<file path="src/rtl/hyper_pkg.sv">
// Shared types and sizing helpers for the HyperBus AXI drain/isolation gate.
package hyper_pkg;

  typedef enum logic [1:0] {
    RUN      = 2'd0,
    DRAIN    = 2'd1,
    ISOLATED = 2'd2
  } gate_state_e;

  // Width of an outstanding-transaction counter that must hold 0..max_trans.
  function automatic int unsigned cnt_width(input int unsigned max_trans);
    return (max_trans < 1) ? 1 : $clog2(max_trans + 1);
  endfunction

endpackage

</file>
<file path="src/rtl/hyper_drain_gate_port.sv">
// One AXI port of the drain gate: outstanding counters, hold flags, drain FSM and
// combinational gating of the AW/AR handshakes.
module hyper_drain_gate_port
  import hyper_pkg::*;
#(
  parameter int unsigned MaxTrans      = 8,
  parameter int unsigned TimeoutCycles = 0
) (
  input  logic clk_i,
  input  logic rst_ni,
  input  logic isolate_i,
  output logic isolated_o,
  output logic timeout_o,
  input  logic slv_aw_valid_i,
  output logic slv_aw_ready_o,
  output logic mst_aw_valid_o,
  input  logic mst_aw_ready_i,
  input  logic slv_ar_valid_i,
  output logic slv_ar_ready_o,
  output logic mst_ar_valid_o,
  input  logic mst_ar_ready_i,
  input  logic mst_b_valid_i,
  input  logic slv_b_ready_i,
  input  logic mst_r_valid_i,
  input  logic slv_r_ready_i,
  input  logic mst_r_last_i
);

  localparam int unsigned CntW   = cnt_width(MaxTrans);
  localparam int unsigned DrainW = (TimeoutCycles > 0) ? $clog2(TimeoutCycles + 1) : 1;
  localparam logic [CntW-1:0]   CntMax      = CntW'(MaxTrans);
  localparam logic [DrainW-1:0] TimeoutLast = (TimeoutCycles > 0) ? DrainW'(TimeoutCycles - 1) : '0;

  gate_state_e       state;
  logic [CntW-1:0]   wr_cnt, rd_cnt;
  logic [DrainW-1:0] drain_cnt;
  logic              hold_aw, hold_ar;
  logic              allow_aw, allow_ar;
  logic              aw_hs, ar_hs, b_hs, r_hs, drained;

  // A held handshake bypasses both the state and saturation so a presented valid never retracts.
  assign allow_aw = (state == RUN && wr_cnt < CntMax) || hold_aw;
  assign allow_ar = (state == RUN && rd_cnt < CntMax) || hold_ar;

  assign mst_aw_valid_o = slv_aw_valid_i & allow_aw;
  assign slv_aw_ready_o = mst_aw_ready_i & allow_aw;
  assign mst_ar_valid_o = slv_ar_valid_i & allow_ar;
  assign slv_ar_ready_o = mst_ar_ready_i & allow_ar;

  assign aw_hs   = mst_aw_valid_o & mst_aw_ready_i;
  assign ar_hs   = mst_ar_valid_o & mst_ar_ready_i;
  assign b_hs    = mst_b_valid_i & slv_b_ready_i;
  assign r_hs    = mst_r_valid_i & slv_r_ready_i & mst_r_last_i;
  assign drained = (wr_cnt == '0) && (rd_cnt == '0) && !hold_aw && !hold_ar;

  function automatic logic [CntW-1:0] next_cnt(input logic [CntW-1:0] cnt,
                                               input logic inc, input logic dec);
    if (inc && !dec) return cnt + CntW'(1);
    if (dec && !inc && cnt != '0) return cnt - CntW'(1);
    return cnt;
  endfunction

  // NOTE: all state uses non-blocking assignments so every update sees pre-edge values.
  always_ff @(posedge clk_i) begin
    if (!rst_ni) begin
      state      <= RUN;
      wr_cnt     <= '0;
      rd_cnt     <= '0;
      drain_cnt  <= '0;
      hold_aw    <= 1'b0;
      hold_ar    <= 1'b0;
      isolated_o <= 1'b0;
      timeout_o  <= 1'b0;
    end else begin
      wr_cnt <= next_cnt(wr_cnt, aw_hs, b_hs);
      rd_cnt <= next_cnt(rd_cnt, ar_hs, r_hs);

      if (aw_hs)               hold_aw <= 1'b0;
      else if (mst_aw_valid_o) hold_aw <= 1'b1;
      if (ar_hs)               hold_ar <= 1'b0;
      else if (mst_ar_valid_o) hold_ar <= 1'b1;

      unique case (state)
        RUN: begin
          if (isolate_i) begin
            state     <= DRAIN;
            drain_cnt <= '0;
          end
        end
        DRAIN: begin
          if (!isolate_i) begin
            state     <= RUN;
            drain_cnt <= '0;
            timeout_o <= 1'b0;
          end else begin
            if (drained) begin
              state      <= ISOLATED;
              isolated_o <= 1'b1;
            end
            // Saturates at the timeout point; timeout_o is sticky from there on.
            if (drain_cnt != TimeoutLast) drain_cnt <= drain_cnt + DrainW'(1);
            if (TimeoutCycles > 0 && drain_cnt == TimeoutLast) timeout_o <= 1'b1;
          end
        end
        ISOLATED: begin
          if (!isolate_i) begin
            state      <= RUN;
            isolated_o <= 1'b0;
            timeout_o  <= 1'b0;
          end
        end
        default: state <= RUN;
      endcase
    end
  end

  a_wr_no_underflow: assert property (@(posedge clk_i) disable iff (!rst_ni)
    !(b_hs && !aw_hs && wr_cnt == '0));
  a_rd_no_underflow: assert property (@(posedge clk_i) disable iff (!rst_ni)
    !(r_hs && !ar_hs && rd_cnt == '0));
  a_no_overflow: assert property (@(posedge clk_i) disable iff (!rst_ni)
    (wr_cnt <= CntMax) && (rd_cnt <= CntMax));
  a_aw_valid_stable: assert property (@(posedge clk_i) disable iff (!rst_ni)
    (mst_aw_valid_o && !mst_aw_ready_i) |=> mst_aw_valid_o);
  a_ar_valid_stable: assert property (@(posedge clk_i) disable iff (!rst_ni)
    (mst_ar_valid_o && !mst_ar_ready_i) |=> mst_ar_valid_o);
  a_isolated_empty: assert property (@(posedge clk_i) disable iff (!rst_ni)
    isolated_o |-> drained);

endmodule

</file>
<file path="src/rtl/hyper_axi_drain_gate.sv">
// Multi-port AXI isolation/drain gate; each port is an independent hyper_drain_gate_port.
module hyper_axi_drain_gate
  import hyper_pkg::*;
#(
  parameter int unsigned NumPorts      = 2,
  parameter int unsigned MaxTrans      = 8,
  parameter int unsigned TimeoutCycles = 0
) (
  input  logic                clk_i,
  input  logic                rst_ni,
  input  logic [NumPorts-1:0] isolate_i,
  output logic [NumPorts-1:0] isolated_o,
  output logic [NumPorts-1:0] timeout_o,
  input  logic [NumPorts-1:0] slv_aw_valid_i,
  output logic [NumPorts-1:0] slv_aw_ready_o,
  output logic [NumPorts-1:0] mst_aw_valid_o,
  input  logic [NumPorts-1:0] mst_aw_ready_i,
  input  logic [NumPorts-1:0] slv_ar_valid_i,
  output logic [NumPorts-1:0] slv_ar_ready_o,
  output logic [NumPorts-1:0] mst_ar_valid_o,
  input  logic [NumPorts-1:0] mst_ar_ready_i,
  input  logic [NumPorts-1:0] mst_b_valid_i,
  input  logic [NumPorts-1:0] slv_b_ready_i,
  input  logic [NumPorts-1:0] mst_r_valid_i,
  input  logic [NumPorts-1:0] slv_r_ready_i,
  input  logic [NumPorts-1:0] mst_r_last_i
);

  for (genvar p = 0; p < NumPorts; p++) begin : g_port
    hyper_drain_gate_port #(
      .MaxTrans      (MaxTrans),
      .TimeoutCycles (TimeoutCycles)
    ) u_port (
      .clk_i          (clk_i),
      .rst_ni         (rst_ni),
      .isolate_i      (isolate_i[p]),
      .isolated_o     (isolated_o[p]),
      .timeout_o      (timeout_o[p]),
      .slv_aw_valid_i (slv_aw_valid_i[p]),
      .slv_aw_ready_o (slv_aw_ready_o[p]),
      .mst_aw_valid_o (mst_aw_valid_o[p]),
      .mst_aw_ready_i (mst_aw_ready_i[p]),
      .slv_ar_valid_i (slv_ar_valid_i[p]),
      .slv_ar_ready_o (slv_ar_ready_o[p]),
      .mst_ar_valid_o (mst_ar_valid_o[p]),
      .mst_ar_ready_i (mst_ar_ready_i[p]),
      .mst_b_valid_i  (mst_b_valid_i[p]),
      .slv_b_ready_i  (slv_b_ready_i[p]),
      .mst_r_valid_i  (mst_r_valid_i[p]),
      .slv_r_ready_i  (slv_r_ready_i[p]),
      .mst_r_last_i   (mst_r_last_i[p])
    );
  end

endmodule

</file>
<file path="config.mk">
export PLATFORM = sky130hd
export DESIGN_NAME = hyper_axi_drain_gate
export DESIGN_NICKNAME = d
export VERILOG_FILES = /design/src/rtl/hyper_pkg.sv /design/src/rtl/hyper_drain_gate_port.sv /design/src/rtl/hyper_axi_drain_gate.sv
export SDC_FILE = /design/constraint.sdc
export NUM_CORES = 1
export LEC_CHECK = 0
export CORE_ASPECT_RATIO = 1.75
export CORE_MARGIN = 8
export CORE_UTILIZATION = 63
export DETAILED_ROUTE_END_ITERATION = 7
export DONT_BUFFER_PORTS = 1
export PLACE_DENSITY = 0.79
export SYNTH_ARGS = -nofsm -noshare
export SYNTH_HDL_FRONTEND = slang
export SYNTH_SLANG_ARGS = --single-unit
</file>
<file path="constraint.sdc">
create_clock -name clk_i -period 1.71 [get_ports clk_i]
set_input_delay 0.171 -clock clk_i [delete_from_list [all_inputs] [get_ports clk_i]]
set_output_delay 0.171 -clock clk_i [all_outputs]
set_load 0.01 [all_outputs]
</file>
## Yosys cells after proc, flatten, opt, wreduce, memory -nomap -nowiden

Cells that the tools add are included.

| storage, ports and cells | value |
|---|---|
| register bits | 26 |
| latch bits | 0 |
| bits in writable memories | 0 |
| memory bits (read-only) | 0 |
| output and inout bits | 12 |
| word-level logic and storage cells | 173 |
| memories kept | 0 |

| cells by class | value |
|---|---|
| $add $sub $neg | 8 |
| $mul | 0 |
| div/mod/pow operators | 0 |
| $lt $le $gt $ge | 4 |
| equal/unequal tests | 14 |
| shift-type cells | 0 |
| mux-type cells | 54 |
| bitwise gates (word level) | 19 |
| reduce and logical (&&, ||, !) cells | 62 |

Operators by type and width:

| operator | count |
|---|---|
| 4-bit two-way mux | 16 |
| 1-bit two-way mux | 26 |
| 1-bit logical AND | 22 |
| 1-bit bitwise AND | 18 |
| 4-bit by 1-bit adder with 4-bit output, second input constant | 4 |
| 4-bit logical NOT | 4 |
| 4-bit less-than comparator, second input constant | 4 |
| 2-bit two-way mux | 8 |
| 4-bit nonzero test | 4 |
| 4-bit by 1-bit subtractor with 4-bit output, second input constant | 4 |
| 1-bit logical NOT | 12 |
| 2-bit != test, second input constant | 6 |
| 2-bit one-hot mux with 3 select lines | 2 |
| 2-bit nonzero test | 6 |
| 4-bit AND reduction | 2 |
| 2-bit OR reduction | 4 |
| 3-bit by 2-bit != test with 1-bit output, second input constant | 2 |
| 3-bit AND reduction | 2 |
| 2-bit by 1-bit == test with 1-bit output, second input constant | 2 |
| 2-bit == test, second input constant | 2 |
| 2-bit logical NOT | 2 |
| 1-bit logical OR | 4 |
| 2-bit by 1-bit != test with 1-bit output, second input constant | 2 |
| 1-bit one-hot mux with 2 select lines | 2 |
| 1-bit inverter | 1 |

## Longest topological paths before layout

| depth | value |
|---|---|
| depth after elaboration | 13 |
| mapped depth | 6 |
| depth with buffers taken out | 6 |

## Hierarchy

From an unflattened synthesis, not the netlist that was laid out.

| second synthesis, totals | value |
|---|---|
| cells, all modules | 190 |
| area, all modules | 1,649.1 µm² |

Modules (own cells, without submodules):

| module | instances | cells each | area an instance (µm²) |
|---|---|---|---|
| hyper_drain_gate_port | 2 | 95 | 824.5 |

## Worst setup path before layout

OpenSTA, ideal clock, no wires.

| path | value |
|---|---|
| kind | register to register |
| start | reg g_port[1].u_port.rd_cnt[1] |
| end | reg g_port[1].u_port.rd_cnt[1] |
| library setup time | 0.115 ns |
| arrival | 1.398 ns |
| data required time | 1.595 ns |
| slack | 0.196 ns |
| cell stages (with the launch flop) | 7 |
| buffers on the path | 0 |
| path through | dfxtp_1 inv_1 ha_1 nor3b_1 nor2_1 a221o_1 and3_1 |

| between the ends | value |
|---|---|
| longest elaborated chain between the ends | 12 |

Ends and longest elaborated chain:

| item | line | RTL |
|---|---|---|
| start, declared | hyper_drain_gate_port.sv:35 | `logic [CntW-1:0] wr_cnt, rd_cnt;` |
| start signal, assigned | hyper_drain_gate_port.sv:76 | `rd_cnt <= next_cnt(rd_cnt, ar_hs, r_hs);` |
| 4-bit less-than comparator | hyper_drain_gate_port.sv:43 | `assign allow_ar = (state == RUN && rd_cnt < CntMax) \|\| hold_ar;` |
| 1-bit logical AND | hyper_drain_gate_port.sv:43 |  |
| 1-bit logical OR | hyper_drain_gate_port.sv:43 |  |
| 1-bit bitwise AND | hyper_drain_gate_port.sv:47 | `assign mst_ar_valid_o = slv_ar_valid_i & allow_ar;` |
| 1-bit bitwise AND | hyper_drain_gate_port.sv:51 | `assign ar_hs = mst_ar_valid_o & mst_ar_ready_i;` |
| 1-bit logical NOT | hyper_drain_gate_port.sv:59 | `if (dec && !inc && cnt != '0) return cnt - CntW'(1);` |
| 1-bit logical AND (2 in series) | hyper_drain_gate_port.sv:59 |  |
| 1-bit two-way mux (2 in series) | hyper_drain_gate_port.sv:59 |  |
| 1-bit two-way mux | hyper_drain_gate_port.sv:65 | `if (!rst_ni) begin` |
| 2-bit nonzero test (no source line) | - |  |

Several ways; a longest one is shown, not always the timed one. The select of a mux whose other input is x is not followed.
A chain may end at the register's enable or synchronous reset.

## Worst setup path after layout

| path | value |
|---|---|
| start | reg g_port[1].u_port.state[1] |
| end | reg g_port[1].u_port.hold_aw |

| between the ends | value |
|---|---|
| longest elaborated chain between the ends | 6 |

Ends and longest elaborated chain:

| item | line | RTL |
|---|---|---|
| start, declared | hyper_drain_gate_port.sv:34 | `gate_state_e state;` |
| start signal, assigned | hyper_drain_gate_port.sv:66 | `state <= RUN;` |
| start signal, assigned | hyper_drain_gate_port.sv:86 | `state <= DRAIN;` |
| start signal, assigned | hyper_drain_gate_port.sv:92 | `state <= RUN;` |
| 2-bit logical NOT * | hyper_drain_gate_port.sv:42 | `assign allow_aw = (state == RUN && wr_cnt < CntMax) \|\| hold_aw;` |
| 1-bit logical AND * | hyper_drain_gate_port.sv:42 |  |
| 1-bit logical OR * | hyper_drain_gate_port.sv:42 |  |
| 1-bit bitwise AND * | hyper_drain_gate_port.sv:45 | `assign mst_aw_valid_o = slv_aw_valid_i & allow_aw;` |
| 1-bit bitwise AND | hyper_drain_gate_port.sv:50 | `assign aw_hs = mst_aw_valid_o & mst_aw_ready_i;` |
| 2-bit OR reduction (no source line) | - |  |
| end signal, assigned | hyper_drain_gate_port.sv:70 | `hold_aw <= 1'b0;` |
| end signal, assigned | hyper_drain_gate_port.sv:78 | `if (aw_hs) hold_aw <= 1'b0;` |
| end signal, assigned | hyper_drain_gate_port.sv:79 | `else if (mst_aw_valid_o) hold_aw <= 1'b1;` |
| end, declared | hyper_drain_gate_port.sv:37 | `logic hold_aw, hold_ar;` |

Every way passes the cells marked *; elsewhere a longest branch is shown, timed or not.

==> impl_metrics.env <==
export IMPL_outcome="finished, final reports clean"
export IMPL_crit_chain="nor3_2 > a21oi_1 > a211oi_1 > dlygate4sd3_1"
export IMPL_track_usage_pct=16.1
export IMPL_yosys_most_used_dff="dfxtp_1"
export IMPL_num_vias=1509
export IMPL_yosysTopAreaCell="dfxtp_1"
export IMPL_vias_per_cell=6.62
export IMPL_setup_viol_count_final=0
export IMPL_fin_util_pct=67.6
export IMPL_power_total_mw=2.04
export IMPL_drc_errors=0
export IMPL_overflow=0
export IMPL_yosysWarnings=0
export IMPL_fmax_mhz=629
export IMPL_syn_inst=207
export IMPL_period_needed_ps=1590
export IMPL_dieHeight_um=86.5
export IMPL_grt_pass1_vias=1607
export IMPL_clockBufferDepth=2
export IMPL_nets=232
export IMPL_crit_required_ps=1930
export IMPL_fp_dieW_um=56.3
export IMPL_rrSetupSlack_ps=120
export IMPL_wl_um=3880
export IMPL_finClkSkew_ps=3.85
export IMPL_crit_type="flip-flop to flip-flop"
export IMPL_synth_area_top_cells="dfxtp_1 (29%), mux2i_1 (9.5%), ha_1 (5.6%)"
export IMPL_cp_arrival_ps=1800
export IMPL_leakage_nw=0.787
export IMPL_critical_path_max_fanout=5
export IMPL_routedWlPerCell_um=17.0
export IMPL_yosysSeqAreaShare_pct=29.1
export IMPL_cts_made_buffers=3
export IMPL_ys_types=44
export IMPL_antenna_found_initial=0
export IMPL_drv_cap=0
export IMPL_ys_ff_latch=26
export IMPL_nFillCells=230
export IMPL_grt_pass1_wl_um=6640
export IMPL_hold_viol=0
export IMPL_rows=25
export IMPL_seqCellArea_um2=520
export IMPL_post_cts_buffers=0
export IMPL_hold_class="input pin to flip-flop"
export IMPL_end_kind="flip-flop"
export IMPL_drive_gt1_share_pct=8.46
export IMPL_io_buffers=0
export IMPL_synth_avg_cell_area_um2=8.64
export IMPL_htree_levels=1
export IMPL_async_flop_share_pct=0
export IMPL_worstSkewPairLatency_ps=270
export IMPL_drt_initial_drc_count=31
export IMPL_path_clk_slew_ps=90
export IMPL_cp_slowest_cell="dlygate4sd3_1"
export IMPL_numClockSinks=26
export IMPL_antenna_cells=0
export IMPL_min_period_over_period_pct=92.9
export IMPL_tritoncts="built"
export IMPL_area_growth_pct=1.68
export IMPL_synth_cell_area_um2=1790
export IMPL_ant_nets=0
export IMPL_core_area_um2=2690
export IMPL_root_buffer="clkbuf_8"
export IMPL_multiInputGateArea_um2=1120
export IMPL_firstDrtPassIters=4
export IMPL_synth_edf_count=0
export IMPL_p_per_area_nw_per_um2=1120
export IMPL_peakVddDrop_v=0.000692
export IMPL_netlist_area_leader_share_pct=29.1
export IMPL_cp_slowest_stage_delay_ps=570
export IMPL_hpwl_um=2990
export IMPL_timing_final_max_slew_violations=0
export IMPL_place_gp_congestion=0.881
export IMPL_dieArea_um2=4870
export IMPL_cp_start_kind="flip-flop"
export IMPL_io_pins=34
export IMPL_grt_start_max_net_pins=30
export IMPL_start_util_pct=66.5
export IMPL_tns_ps=0
==> timing repair <==
item,CTS,global route
hold endpoints to repair,1,0
resized for setup,0,1
hold buffers,2,0
setup endpoints to repair,0,2
==> cell usage in the layout (no fill, tap or decap), drive strengths merged, types with 5 or more instances in the layout <==
master / count
dfxtp: 26
nand2: 19
mux2i: 17
inv: 12
nor2: 12
nor3: 9
ha: 8
nor2b: 6
o21ai: 6
nor3b: 6
o21a: 5
nand3: 5
o2111ai: 5
nand2b: 5
o211ai: 5
==> sequential cells by signal (all words and copies together) (netlist names) <==
name	cells
g_port.u_port.hold_ar	2
g_port.u_port.hold_aw	2
g_port.u_port.isolated_o	2
g_port.u_port.rd_cnt	8
g_port.u_port.state	4
g_port.u_port.wr_cnt	8
==> per-layer routing <==
metal	vias up	global-route usage, %	routed length, µm	share of wire, %
met5	-	0	0	0
met4	0	8.35	91	2.3
met3	8	4.39	215	5.5
met2	33	31.5	2120	55
met1	728	14.2	1460	38
li1	740	-	-	-
==> critical path, delay by kind of cell (launching register included) <==
family / cells / cell delay (ps)
AOI/OAI and AO/OA: 2 / 290
buffers and inverters: 1 / 570
DFF: 1 / 370
and+or+nand+nor: 1 / 320
==> final cells by class <==
type	instances	area share, %
multi-input combinational	154	61.7
clock buffer	4	3.03
tap	27	1.86
inverter	12	2.48
timing repair buffer	5	2.34
sequential	26	28.6
==> cells by family (layout without fill, tap and decap cells) <==
logic type	count (synthesis)	in the layout	share of synthesized area, %
mux	17	17	9.51
flops	26	26	29.1
xor+xnor	1	1	0.490
buf+inv	28	21	8.67
fa+ha+maj	8	8	5.59
simple gates	78	78	24.8
other cells	1	2	0.210
compound gates	48	48	21.7
==> through the flow <==
stage          hold WS (ps)  setup slack [ps]  instances  area (µm²)
4_1_cts                16.5               108        228        1810
3_5_place_dp            274               122        222        1740
5_1_grt                4.05             -2.42        228        1820
3_3_place_gp            271               215        222        1740
2_1_floorplan           267               196        208        1790
6_report               24.9               121        228        1820
==> where the power goes <==
part	switching, mW	total (mW)	internal (mW)	leakage, nW
combinational	0.400	0.792	0.392	0.545
clock	0.192	0.398	0.206	0.0288
sequential	0.144	0.852	0.708	0.213
==> cell usage after synthesis, drive strengths merged (2+ instances only) <==
library cell	number
o2111ai	5
and4b	2
a221oi	3
buf	14
a41oi	2
o211a	3
mux2i	17
a211oi	3
or3	4
nor3	9
o21a	5
a311oi	4
inv	12
o211ai	5
nor2	12
a21boi	4
o21ai	6
nor2b	6
nor3b	6
and3	3
ha	8
nand3	5
dfxtp	26
nand2b	5
and2	2
a21o	2
and4	3
nand2	19
clkbuf	2
==> final timing paths <==
path,cells past startpoint,startpoint,to
max,4,g_port[1].u_port.state[1],g_port[1].u_port.hold_aw
min reg2reg,2,g_port[0].u_port.rd_cnt[0],g_port[0].u_port.rd_cnt[0]
min,1,rst_ni,g_port[0].u_port.hold_aw
max reg2reg,4,g_port[1].u_port.state[1],g_port[1].u_port.hold_aw
Note: power is estimated with default switching activity, not from simulation.
